[src/rtl/axis_argmax_10_pkg.sv]
// Shared types, flag bit positions and fp32 ordering helpers for the argmax stage.
package argmax_pkg;

  typedef enum logic {S_ACCEPT, S_SEND} argmax_state_t;

  typedef logic [31:0] fp32_t;

  localparam int unsigned FLAG_LEN_ERR = 31;
  localparam int unsigned FLAG_ALL_NAN = 30;

  function automatic logic fp32_is_nan(input fp32_t x);
    return (x[30:23] == 8'hFF) && (x[22:0] != '0);
  endfunction

  // Maps an fp32 onto an unsigned key that sorts like the float value; -0 folds onto +0.
  function automatic logic [31:0] fp32_order_key(input fp32_t x);
    fp32_t v;
    v = (x == 32'h8000_0000) ? '0 : x;
    return v[31] ? ~v : (v | 32'h8000_0000);
  endfunction

endpackage

[src/rtl/axis_argmax_10_cmp.sv]
// Decides whether a candidate score replaces the running best (NaN never wins, ties keep the old).
module fp32_max_cmp
  import argmax_pkg::*;
(
  input  fp32_t       cand,
  input  logic [31:0] best_key,
  input  logic        have_best,
  output logic        take,
  output logic [31:0] cand_key
);

  always_comb begin
    cand_key = fp32_order_key(cand);
    take     = !fp32_is_nan(cand) && (!have_best || (cand_key > best_key));
  end

endmodule

[src/rtl/axis_argmax_10.sv]
// Frame-wise argmax over fp32 scores; emits one registered index/flags word per frame.
module axis_argmax_10
  import argmax_pkg::*;
#(
  parameter int unsigned N     = 10,
  parameter int unsigned IDX_W = 16
) (
  input  logic        aclk,
  input  logic        aresetn,
  input  logic [31:0] INPUT_AXIS_TDATA,
  input  logic        INPUT_AXIS_TLAST,
  input  logic        INPUT_AXIS_TVALID,
  output logic        INPUT_AXIS_TREADY,
  output logic [31:0] OUTPUT_AXIS_TDATA,
  output logic        OUTPUT_AXIS_TLAST,
  output logic        OUTPUT_AXIS_TVALID,
  input  logic        OUTPUT_AXIS_TREADY
);

  localparam int unsigned CNT_W    = 16;
  localparam logic [CNT_W-1:0] LAST_CNT = CNT_W'(N - 1);

  argmax_state_t    state_q, state_d;
  logic [CNT_W-1:0] count_q, count_d;
  logic [IDX_W-1:0] best_idx_q, best_idx_d;
  logic [31:0]      best_key_q, best_key_d;
  logic             have_best_q, have_best_d;
  logic [31:0]      out_data_q, out_data_d;

  logic        take;
  logic [31:0] cand_key;

  fp32_max_cmp u_cmp (
    .cand      (INPUT_AXIS_TDATA),
    .best_key  (best_key_q),
    .have_best (have_best_q),
    .take      (take),
    .cand_key  (cand_key)
  );

  always_comb begin
    state_d     = state_q;
    count_d     = count_q;
    best_idx_d  = best_idx_q;
    best_key_d  = best_key_q;
    have_best_d = have_best_q;
    out_data_d  = out_data_q;

    unique case (state_q)
      S_ACCEPT: begin
        if (INPUT_AXIS_TVALID) begin
          count_d = count_q + CNT_W'(1);
          if (take) begin
            best_idx_d  = IDX_W'(count_q);
            best_key_d  = cand_key;
            have_best_d = 1'b1;
          end
          // Frame closes on TLAST or on the Nth word; extra words wait for the next frame.
          if (INPUT_AXIS_TLAST || (count_q == LAST_CNT)) begin
            state_d    = S_SEND;
            out_data_d = '0;
            if (have_best_d) begin
              out_data_d[IDX_W-1:0] = best_idx_d;
            end else begin
              out_data_d[FLAG_ALL_NAN] = 1'b1;
            end
            out_data_d[FLAG_LEN_ERR] = !(INPUT_AXIS_TLAST && (count_q == LAST_CNT));
          end
        end
      end
      S_SEND: begin
        if (OUTPUT_AXIS_TREADY) begin
          state_d     = S_ACCEPT;
          count_d     = '0;
          best_idx_d  = '0;
          best_key_d  = '0;
          have_best_d = 1'b0;
          out_data_d  = '0;
        end
      end
      default: state_d = S_ACCEPT;
    endcase
  end

  always_ff @(posedge aclk) begin
    if (!aresetn) begin
      state_q     <= S_ACCEPT;
      count_q     <= '0;
      best_idx_q  <= '0;
      best_key_q  <= '0;
      have_best_q <= 1'b0;
      out_data_q  <= '0;
    end else begin
      state_q     <= state_d;
      count_q     <= count_d;
      best_idx_q  <= best_idx_d;
      best_key_q  <= best_key_d;
      have_best_q <= have_best_d;
      out_data_q  <= out_data_d;
    end
  end

  assign INPUT_AXIS_TREADY  = (state_q == S_ACCEPT);
  assign OUTPUT_AXIS_TVALID = (state_q == S_SEND);
  assign OUTPUT_AXIS_TLAST  = (state_q == S_SEND);
  assign OUTPUT_AXIS_TDATA  = out_data_q;

endmodule
[config.mk]
export PLATFORM = sky130hd
export DESIGN_NAME = axis_argmax_10
export DESIGN_NICKNAME = d
export VERILOG_FILES = /design/src/rtl/axis_argmax_10_pkg.sv /design/src/rtl/axis_argmax_10_cmp.sv /design/src/rtl/axis_argmax_10.sv
export SDC_FILE = /design/constraint.sdc
export NUM_CORES = 1
export LEC_CHECK = 0
export ABC_AREA = 1
export BUFFER_PORTS_ARGS = -buffer_cell sky130_fd_sc_hd__buf_2
export CAP_MARGIN = 10
export CELL_PAD_IN_SITES_DETAIL_PLACEMENT = 1
export CELL_PAD_IN_SITES_GLOBAL_PLACEMENT = 1
export CORE_ASPECT_RATIO = 2
export CORE_MARGIN = 2
export CORE_UTILIZATION = 41
export DETAILED_ROUTE_END_ITERATION = 10
export PLACE_DENSITY = 0.83
export SYNTH_ARGS = -nofsm -noshare
export SYNTH_HDL_FRONTEND = slang
export SYNTH_SLANG_ARGS = --single-unit
[constraint.sdc]
create_clock -name aclk -period 3.3 [get_ports aclk]
set_input_delay 0.165 -clock aclk [delete_from_list [all_inputs] [get_ports aclk]]
set_output_delay 0.165 -clock aclk [all_outputs]
set_load 0.02 [all_outputs]
Word-level counts from Yosys, hierarchy flattened
Index checks and enable logic that the tools add are counted.
{"block": "totals", "ff_bits": 98, "elab_cells": 56, "output_inout_bits": 35, "inputBits": 37}
{"block": "classes", "eq_ne": 7, "magnitude_cmp": 1, "n_bitwise": 2, "addsub": 1, "n_reduce_logical": 12, "mux": 27}
{"op": "32-bit 2-to-1 mux", "n": 7}
{"op": "32-bit case mux with 2 select lines", "n": 2}
{"op": "16-bit 2-to-1 mux", "n": 5}
{"op": "16-bit case mux with 2 select lines", "n": 2}
{"op": "32-bit == test (second input constant)", "n": 1}
{"op": "32-bit greater-than comparator", "n": 1}
{"op": "32-bit inverter", "n": 1}
{"op": "23-bit nonzero test", "n": 1}
{"op": "16-bit by 1-bit adder with 16-bit output (second input constant)", "n": 1}
{"op": "16-bit by 4-bit == test with 1-bit output (second input constant)", "n": 1}
{"op": "1-bit 2-to-1 mux", "n": 9}
{"op": "8-bit == test (second input constant)", "n": 1}
{"op": "3-bit AND reduction", "n": 2}
{"op": "2-bit by 1-bit != test with 1-bit output (second input constant)", "n": 2}
{"op": "2-bit != test (second input constant)", "n": 2}
{"op": "1-bit case mux with 2 select lines", "n": 2}
{"op": "1-bit logical AND", "n": 3}
{"op": "1-bit zero test", "n": 3}
{"op": "1-bit logical OR", "n": 2}
{"op": "2-bit AND reduction", "n": 1}
{"op": "1-bit inverter", "n": 1}

Depth between registers and ports, before layout
Gate-level depths: netlist of run 1.
{"block": "depth", "ltp_word": 14, "depth_mapped": 27, "ltp_nobuf": 25}

Cells and area by module
A second synthesis of run 1 with hierarchy kept.
{"block": "unflattened", "cells_unflattened": 796, "hier_area_um2": 5386.4}
{"module": "axis_argmax_10", "cells_each": 548, "instances": 1, "seq_area_each_um2": 1681.6, "area_each_um2": 3910.0}
{"module": "fp32_max_cmp", "cells_each": 248, "instances": 1, "seq_area_each_um2": 0.0, "area_each_um2": 1476.4}

Worst setup path after synthesis of run 1
No wires, ideal clock.
{"block": "synth_timing", "path_type": "input to register", "from": "input INPUT_AXIS_TDATA[23]", "to": "register best_key_q[11]", "stages": 25, "required_ns": 3.187, "setup_time_ns": 0.113, "path_slack_ns": 0.387, "t_arrival_ns": 2.801, "path_buffers": 2, "cell_sequence": "or2_1 > nor3_1 > and3_1 > nand2_1 > nand2_2 > buf_6 > xor2_1 > inv_1 > ha_1 > nand2_1 > nor2_2 > nand2_1 > nor2_2 > nand2_1 > nand3_1 > nand2_1 > nand2_1 > nand2_2 > nand2_4 > nand2_4 > nand2_8 > nand2_8 > buf_4 > nor2_1 > nor2_1"}
{"block": "synth_via", "elab_chain_cells": 9, "word_cells_on_any_way": 15, "classes_between": "order compare: 1; eq/ne: 3; mux: 5; bitwise: 1; reduce/logical: 5"}
{"element": "from (decl)", "line": "axis_argmax_10.sv:10", "text": "input logic [31:0] INPUT_AXIS_TDATA,"}
{"element": "32-bit == test", "line": "axis_argmax_10_pkg.sv:18", "text": "v = (x == 32'h8000_0000) ? '0 : x;"}
{"element": "32-bit 2-to-1 mux", "line": "axis_argmax_10_pkg.sv:18"}
{"element": "32-bit inverter", "line": "axis_argmax_10_pkg.sv:19", "text": "return v[31] ? ~v : (v | 32'h8000_0000);"}
{"element": "32-bit 2-to-1 mux", "line": "axis_argmax_10_pkg.sv:19"}
{"element": "32-bit greater-than comparator", "line": "axis_argmax_10_cmp.sv:14", "text": "take = !fp32_is_nan(cand) && (!have_best || (cand_key > best_key));"}
{"element": "1-bit logical OR", "line": "axis_argmax_10_cmp.sv:14"}
{"element": "1-bit logical AND", "line": "axis_argmax_10_cmp.sv:14"}
{"element": "2-bit by 1-bit != test with 1-bit output (no line)"}
{"element": "3-bit AND reduction (no line)"}
{"element": "to (signal assigned)", "line": "axis_argmax_10.sv:97", "text": "best_key_q <= best_key_d;"}
{"element": "to (decl)", "line": "axis_argmax_10.sv:26", "text": "logic [31:0] best_key_q, best_key_d;"}
Several ways; a longest one is shown, not always the timed one. The select of a mux whose other input is x is not followed.
A chain may end at the register's enable or synchronous reset.

Final worst setup path of run 1
{"block": "layout_timing", "from": "input INPUT_AXIS_TDATA[24]", "to": "register best_key_q[20]"}
Same word-level chain as after synthesis.

==> results by group, run 1 <==
GRT
  – Number of global-route vias before repair: 5781
  – Gr ovfl total: 0
  – Largest net degree at the start of global routing: 36
  – First-pass GRT wire length: 26900 µm
  – GRT Util Overall: 23.7%
  – Initial antenna violation count: 0

Layout
  – Commonest non-fill, non-tap cell in the layout: nand2_1
  – Ant diodes: 0
  – Final Net Count: 992
  – Ratio of cells with drive above 1 in the final layout: 18.9%
  – Area Growth Syn to Fin: 23.3%
  – Most frequent cells in the layout: nand2_1, inv_1, nor2_1

Clock network
  – Reg clk slew, reported paths: 70 ps
  – Clock buffer depth: 2
  – CTS root buf: clkbuf_16
  – Clock Sinks: 84
  – Hold-fix buffer count after cts: 0
  – Total CTS buffers: 9
  – TritonCTS clock tree: yes
  – H-Tree Depth: 3
  – Clock Latency Late Sink: 350 ps

STA
  – Final Hold Viols: 0
  – Setup TNS: 0 ps
  – Period utilisation layout: slightly below 100%
  – Slew Viols, Final: 0
  – Tmin final: 3220 ps
  – Setup Viol. Count Final: 0
  – Peak Freq: 0.311 GHz
  – Worst Tran Pin Value: around 1100 ps
  – Slew margin rel.: 24.5%
  – Worst clock skew: between 10 and 15 ps

Route
  – Detailed Routing Iterations Pass 1: 4
  – Drt total wl: 17100 µm
  – # DRC: 0
  – Via Count: 5576
  – Drt wl/cell: 15.9 µm
  – Antenna-violating nets left: 0
  – Via/cell ratio: roughly 5.2
  – Initial DRC count: 216

Synth
  – Register area share after synthesis: around a third
  – Number of warnings issued by yosys: 0
  – Yosys reg bits: 84
  – Synth Area per Inst: 6.56 µm²
  – Distinct cell type count after synthesis: 43
  – Cell area after synthesis: 5350 µm²
  – Cell count after synthesis: 816

Power and ir drop
  – Pwr Density: ~450 nW/µm²
  – VDD IR max: 290 µV
  – Leakage: 0.00327 µW
  – Total power: 2960 µW

Setup path
  – Req. time, crit path: around 3600 ps
  – Crit-path max cell delay: 370 ps
  – Critical path's slowest cell: nor4_1
  – CP arrival: 3470 ps
  – CP startpoint kind: input pin
  – CP max FO: 14
  – Crit path kind: input pin to flip-flop
  – Most used cell, CP: nand2_1
  – Worst setup EP type: flip-flop

Placed design
  – RePlAce Congestion: a little over 0.8
  – Hpwl dp: between 10000 and 15000 µm
  – IO buf count: 57

Min path
  – Worst hold path class: input pin to flip-flop

Run status
  – Outcome: completed

Floorplanning
  – Cell Rows: 59
  – Core ar.: 12800 µm²
  – # IOs: 72
  – Die area: 14000 µm²
  – Die Wd: between 80 and 90 µm
  – Initial Util: 41.6%
  – Chip Height: 166 µm

Job
  – Maxcap violations: 0
## flip-flops by register name, summed over array words and instances (netlist names)
register	count
have_best_q	1
best_key_q	32
best_idx_q	16
OUTPUT_AXIS_TDATA	18
OUTPUT_AXIS_TLAST	1
count_q	16
## logic make-up (layout without fill, tap and decap cells)
family | Yosys count | in the layout | share of synthesized area (%)
DFF | 84 | 84 | 31.4
other | 1 | 14 | 0.0701
buffers and inverters | 163 | 260 | 13.5
adders and majority gates | 34 | 34 | 7.95
AOI/OAI and AO/OA | 72 | 72 | 7.74
and+or+nand+nor | 445 | 445 | 36.5
xor gates and xnor gates | 17 | 17 | 2.78
## area by class of cell
cell class / instances / area [µm²]
clock inverter: 7 / 76.3
inverter: 121 / 457
fill: 1736 / 6250
sequential: 84 / 1680
timing repair buffer: 123 / 878
clock buffer: 9 / 225
multi-input combinational: 582 / 3090
tap: 152 / 190
## critical path, delay by kind of cell
kind	cells	cell delay, ps
buffers and inverters	4	560
and+or+nand+nor	19	2220
adders and majority gates	1	300
xor gates and xnor gates	1	210
## where the power goes
part / switching (µW) / internal (µW) / leakage (µW)
registers: 32.0 / 1080 / 0.000687
logic: 498 / 308 / 0.00243
clock network: 501 / 539 / 0.000149
## repair_timing
| action | in CTS | in global routing |
|---|---|---|
| buffers inserted | 0 | 5 |
| endpoints found under the setup margin | 1 | 64 |
| pin swaps | 0 | 7 |
| cloned | 0 | 2 |
| resized for setup | 1 | 19 |
## cell usage after synthesis, drive strengths merged
master	instances	share of area [%]
nand4	10	1.2
nand3	82	7.7
nand2	202	15
inv	120	8.5
a22oi	1	0.14
o21bai	1	0.14
a21o	1	0.14
o21a	1	0.14
nor4	8	0.94
nor3b	1	0.14
conb	1	0.070
a211oi	4	0.56
a221oi	2	0.33
nand3b	1	0.14
a21oi	43	4.1
ha	34	8.0
or2	2	0.23
o221ai	1	0.16
nor3	9	0.84
xor2	17	2.8
and3	2	0.23
buf	33	4.4
o31ai	5	0.70
clkinv	1	0.070
o22ai	1	0.12
a31oi	1	0.12
dfxtp	84	31
o21ai	10	0.94
clkbuf	9	0.63
nor2	115	8.3
and2	13	1.5
a2bb2oi	1	0.16
## routing by layer
layer | part of all wire, % | global-route usage (%) | vias to the layer above
met1 | 42 | 27.9 | 2702
met4 | 1.6 | 7.00 | 0
met2 | 53 | 44.5 | 93
met5 | 0 | 0 | -
li1 | - | - | 2762
met3 | 3.4 | 2.78 | 19
## worst paths after layout
| kind | startpoint | endpoint | slack, ps | cells past startpoint |
|---|---|---|---|---|
| max | INPUT_AXIS_TDATA[24] | best_key_q[20]$_SDFFE_PN0P_ | 80 | 25 |
| min | aresetn | OUTPUT_AXIS_TLAST$_SDFF_PN0_ | 170 | 3 |
| max reg2reg | OUTPUT_AXIS_TLAST$_SDFF_PN0_ | best_key_q[10]$_SDFFE_PN0P_ | 720 | 10 |
| min reg2reg | best_idx_q[11]$_SDFFE_PN0P_ | best_idx_q[11]$_SDFFE_PN0P_ | 460 | 2 |
## stage by stage
step	util, %	hold slack (ps)	cell area (µm²)	worst slack (ps)	std cells
after floorplan	-	362	5400	387	829
after global placement	47.6	436	6110	-153	1055
after detailed placement	47.6	443	6110	-327	1055
after CTS	50.0	161	6420	31.2	1071
after global routing	51.4	221	6600	-91.0	1078
final	51.4	173	6600	81.7	1078
Note: power is estimated with default switching activity, not from simulation.
==> inputs of run 2 (changes only) <==
--- a/config.mk
+++ b/config.mk
@@ -5,14 +5,13 @@
 export SDC_FILE = /design/constraint.sdc
 export NUM_CORES = 1
 export LEC_CHECK = 0
-export ABC_AREA = 1
 export BUFFER_PORTS_ARGS = -buffer_cell sky130_fd_sc_hd__buf_2
 export CAP_MARGIN = 10
 export CELL_PAD_IN_SITES_DETAIL_PLACEMENT = 1
 export CELL_PAD_IN_SITES_GLOBAL_PLACEMENT = 1
 export CORE_ASPECT_RATIO = 2
 export CORE_MARGIN = 2
-export CORE_UTILIZATION = 41
+export CORE_UTILIZATION = 43
 export DETAILED_ROUTE_END_ITERATION = 10
 export PLACE_DENSITY = 0.83
 export SYNTH_ARGS = -nofsm -noshare
==> constraint.sdc (replaced) <==
create_clock -name aclk -period 3.7 [get_ports aclk]
set_input_delay 0.185 -clock aclk [delete_from_list [all_inputs] [get_ports aclk]]
set_output_delay 0.185 -clock aclk [all_outputs]
set_load 0.02 [all_outputs]
==> run 2 against run 1 <==
- synthesized cell count is 35% lower
- sequential power decreased by 13%
- non-clock buffer count is 53 lower
- global-route usage down 2.2 points
- cell count is 33% lower
- register-to-register slack gained 300 ps
- utilization is 0.94 points lower
- clock power fell by 17%
- die area down 16%
- first-iteration DRC count fell by 19%
- cell area down 19%
==> results by group, run 2 <==
Route
  – Drt total wl: approximately 12000 µm
  – Drt wl/cell: 16.4 µm
  – Via Count: 4016
  – Detailed Routing Iterations Pass 1: 4
  – Antenna-violating nets left: 0
  – Initial DRC count: 175
  – Via/cell ratio: 5.53
  – # DRC: 0

Floorplanning
  – Chip Height: 151 µm
  – Core ar.: roughly 11000 µm²
  – # IOs: between 70 and 80
  – Initial Util: 44.1%
  – Die area: 11700 µm²
  – Die Wd: 77.6 µm
  – Cell Rows: 53

Layout
  – Ratio of cells with drive above 1 in the final layout: between 10% and 20%
  – Commonest non-fill, non-tap cell in the layout: dfxtp_1
  – Final Net Count: about 660
  – Largest Register: best_key_q
  – Most frequent cells in the layout: dfxtp_1, buf_2, nor2_1
  – Max FFs per register: 32
  – Finished Layout Cells: around 730
  – Area Growth Syn to Fin: 14.2%
  – Ant diodes: 0

GRT
  – GRT Util Overall: 21.5%
  – Largest net degree at the start of global routing: 31
  – Gr ovfl total: 0
  – First-pass GRT wire length: between 15000 and 20000 µm
  – Number of global-route vias before repair: 4306
  – Initial antenna violation count: 0

Power and ir drop
  – Sw Pwr: 676 µW
  – Internal power: approximately 1600 µW
  – Leakage: 0.00218 µW
  – Seq pwr share: 42.8%
  – Comb power frac: 18.8%
  – Total power: 2250 µW
  – VDD IR max: 265 µV
  – Net Sw Frac: 30.0%
  – Clk pwr share: 38.4%
  – Pwr Density: 424 nW/µm²

Clock network
  – Clock Latency Late Sink: ~350 ps
  – Clock buffer depth: 2
  – Cts repair resizes: 0
  – H-Tree Depth: 3
  – Total CTS buffers: 9
  – TritonCTS clock tree: yes
  – CTS root buf: clkbuf_16
  – Reg clk slew, reported paths: 60 ps
  – Clock Sinks: 84
  – Hold-fix buffer count after cts: 0

Setup path
  – Req. time, crit path: 3940 ps
  – Crit-path max cell delay: 440 ps
  – CP top delay family: simple AND/OR/NAND/NOR gates
  – Worst reg2reg path startpoint: best_key_q[13]$_SDFFE_PN0P_
  – Worst setup EP type: flip-flop
  – Crit path kind: input pin to flip-flop
  – Critical path's slowest cell: nor4_2
  – Worst reg2reg path depth: 10
  – Reg-to-reg slack, setup: 1020 ps
  – CP max FO: 28
  – Buf/Inv on CP: 3
  – CP arrival: 3570 ps
  – CP startpoint kind: input pin
  – R2R Path End: best_key_q[8]$_SDFFE_PN0P_
  – Cell Chain, Critical Path: buf_2 -> nor4_1 -> nand4_1 -> nor3_2 -> buf_4 -> nor2_1 -> ha_1 -> nand4_1 -> nor4_2 -> o21ai_1 -> a31oi_4 -> o21ai_2 -> o21ba_1 -> buf_4 -> a22o_1

Synth
  – Top-area cell type share of the netlist area: 36.1%
  – Synth Area per Inst: 8.82 µm²
  – Synth area leaders: dfxtp_1, ha_1, a22o_1
  – Synth cell count leaders: dfxtp_1, nor2_1, nand2_1
  – Yosys top cell by area: dfxtp_1
  – Distinct cell type count after synthesis: between 40 and 50
  – Ys flop type: dfxtp_1
  – Cell area after synthesis: about 4700 µm²
  – Register area share after synthesis: a little over a third
  – Yosys reg bits: 84
  – Simple logic cell fraction of the synthesized area: 17.0%
  – Adder-cell area share of the yosys netlist: 9.14%
  – Asr flop ratio synth: 0%
  – Largest family of logic cells by synthesized area: compound AO/OA/AOI/OAI gates
  – Mux contribution to synthesized area: under 10%
  – Post-synth EDFFs: 0
  – Count leader, synth: dfxtp_1
  – Post-Synth XOR/XNOR Area: approximately 6.8%
  – Number of warnings issued by yosys: 0
  – Compound-gate portion of the synthesized area: 17.9%
  – Cell count after synthesis: between 500 and 600

STA
  – Period utilisation layout: about nine tenths
  – Peak Freq: between 0.3 and 0.4 GHz
  – Setup Viol. Count Final: 0
  – RSZ-0062 raised after global routing: no
  – Worst clock skew: ~8 ps
  – Slew margin rel.: 55.5%
  – Worst Tran Pin Value: around 670 ps
  – Tmin final: 3330 ps
  – Slew Viols, Final: 0
  – Final Hold Viols: 0

Placed design
  – Post-Place Cells: 709
  – IO buf count: 57
  – Hpwl dp: between 9000 and 10000 µm
  – RePlAce Congestion: 0.790

Min path
  – Hold Path End: OUTPUT_AXIS_TLAST$_SDFF_PN0_
  – Hold path depth: 3
  – Min-delay src: OUTPUT_AXIS_TREADY
  – Worst hold path class: input pin to flip-flop

Run status
  – Outcome: completed

Job
  – Maxcap violations: 0
run 2: cell types whose count changed after synthesis, sizes merged, moves of 25 or more:
cell   delta
nand2   -155
inv      -83
nand3    -72
nor2     -66
a22o     +44
xnor2    +31
a21oi    -25
run 2: layer usage:
layer | track usage [%] | wire length [µm] | share of wire (%)
met5 | 0 | 0 | 0
met3 | 2.98 | 315 | 2.7
met1 | 20.5 | 4220 | 36
met4 | 11.9 | 497 | 4.2
met2 | 43.0 | 6830 | 58
run 2: kinds of logic after synthesis:
logic type / after synthesis
flip-flops: 84
AND/OR/NAND/NOR: 164
other: 1
multiplexers: 21
XOR/XNOR: 36
buffers and inverters: 75
adder cells (fa/ha/maj): 34
AO/OA/AOI/OAI: 113
run 2: worst register-to-register path, cell delays in order, from the launching register on:
cell and delay (ps):
dfxtp_1 340, inv_1 50, ha_1 310, nand4_1 170, nor4_2 440, o21ai_1 180
a31oi_4 280, o21ai_2 130, o21ba_1 200, buf_4 230, a22o_1 230
run 2: cell type report:
class,instances,area [µm²]
clock buffer,9,225
clock inverter,7,57.6
inverter,37,139
tap,137,171
timing repair buffer,70,408
fill,1278,5230
sequential,84,1680
multi-input combinational,382,2630
run 2: worst max-delay path by stage:
stage                          from                                  to  cells past startpoint
2_1_floorplan  INPUT_AXIS_TDATA[16]  OUTPUT_AXIS_TDATA[10]$_SDFFE_PN0P_                     15
3_3_place_gp   INPUT_AXIS_TDATA[16]  OUTPUT_AXIS_TDATA[13]$_SDFFE_PN0P_                     14
3_5_place_dp   INPUT_AXIS_TDATA[16]  OUTPUT_AXIS_TDATA[13]$_SDFFE_PN0P_                     14
4_1_cts        INPUT_AXIS_TDATA[16]   OUTPUT_AXIS_TDATA[0]$_SDFFE_PN0P_                     14
5_1_grt        INPUT_AXIS_TDATA[16]         best_key_q[17]$_SDFFE_PN0P_                     15
6_report       INPUT_AXIS_TDATA[16]          best_key_q[8]$_SDFFE_PN0P_                     15
run 2: power groups by stage:
stage | Sequential, µW | Combinational [µW] | Clock (µW)
floorplan | 980 | 314 | 0
global placement | 982 | 397 | 0
detailed placement | 985 | 421 | 0
CTS | 965 | 425 | 880
global route | 969 | 479 | 915
finish | 965 | 423 | 865
run 2: metrics by stage:
step | TNS (ps) | cell area [µm²] | worst slack (ps) | util (%) | hold slack (ps)
floorplan | 0 | 4700 | 475 | - | 384
global placement | 0 | 5010 | 42.2 | 47.5 | 432
detailed placement | -1230 | 5010 | -109 | 47.5 | 440
CTS | 0 | 5300 | 243 | 50.2 | 184
global route | 0 | 5320 | 84.8 | 50.4 | 215
finish | 0 | 5320 | 369 | 50.4 | 187
run 2: timing repair:
action / 4_1_cts / 5_1_grt
endpoints found under the setup margin: 0 / 3
setup buffers: 0 / 1
hold endpoints to repair: 0 / 0
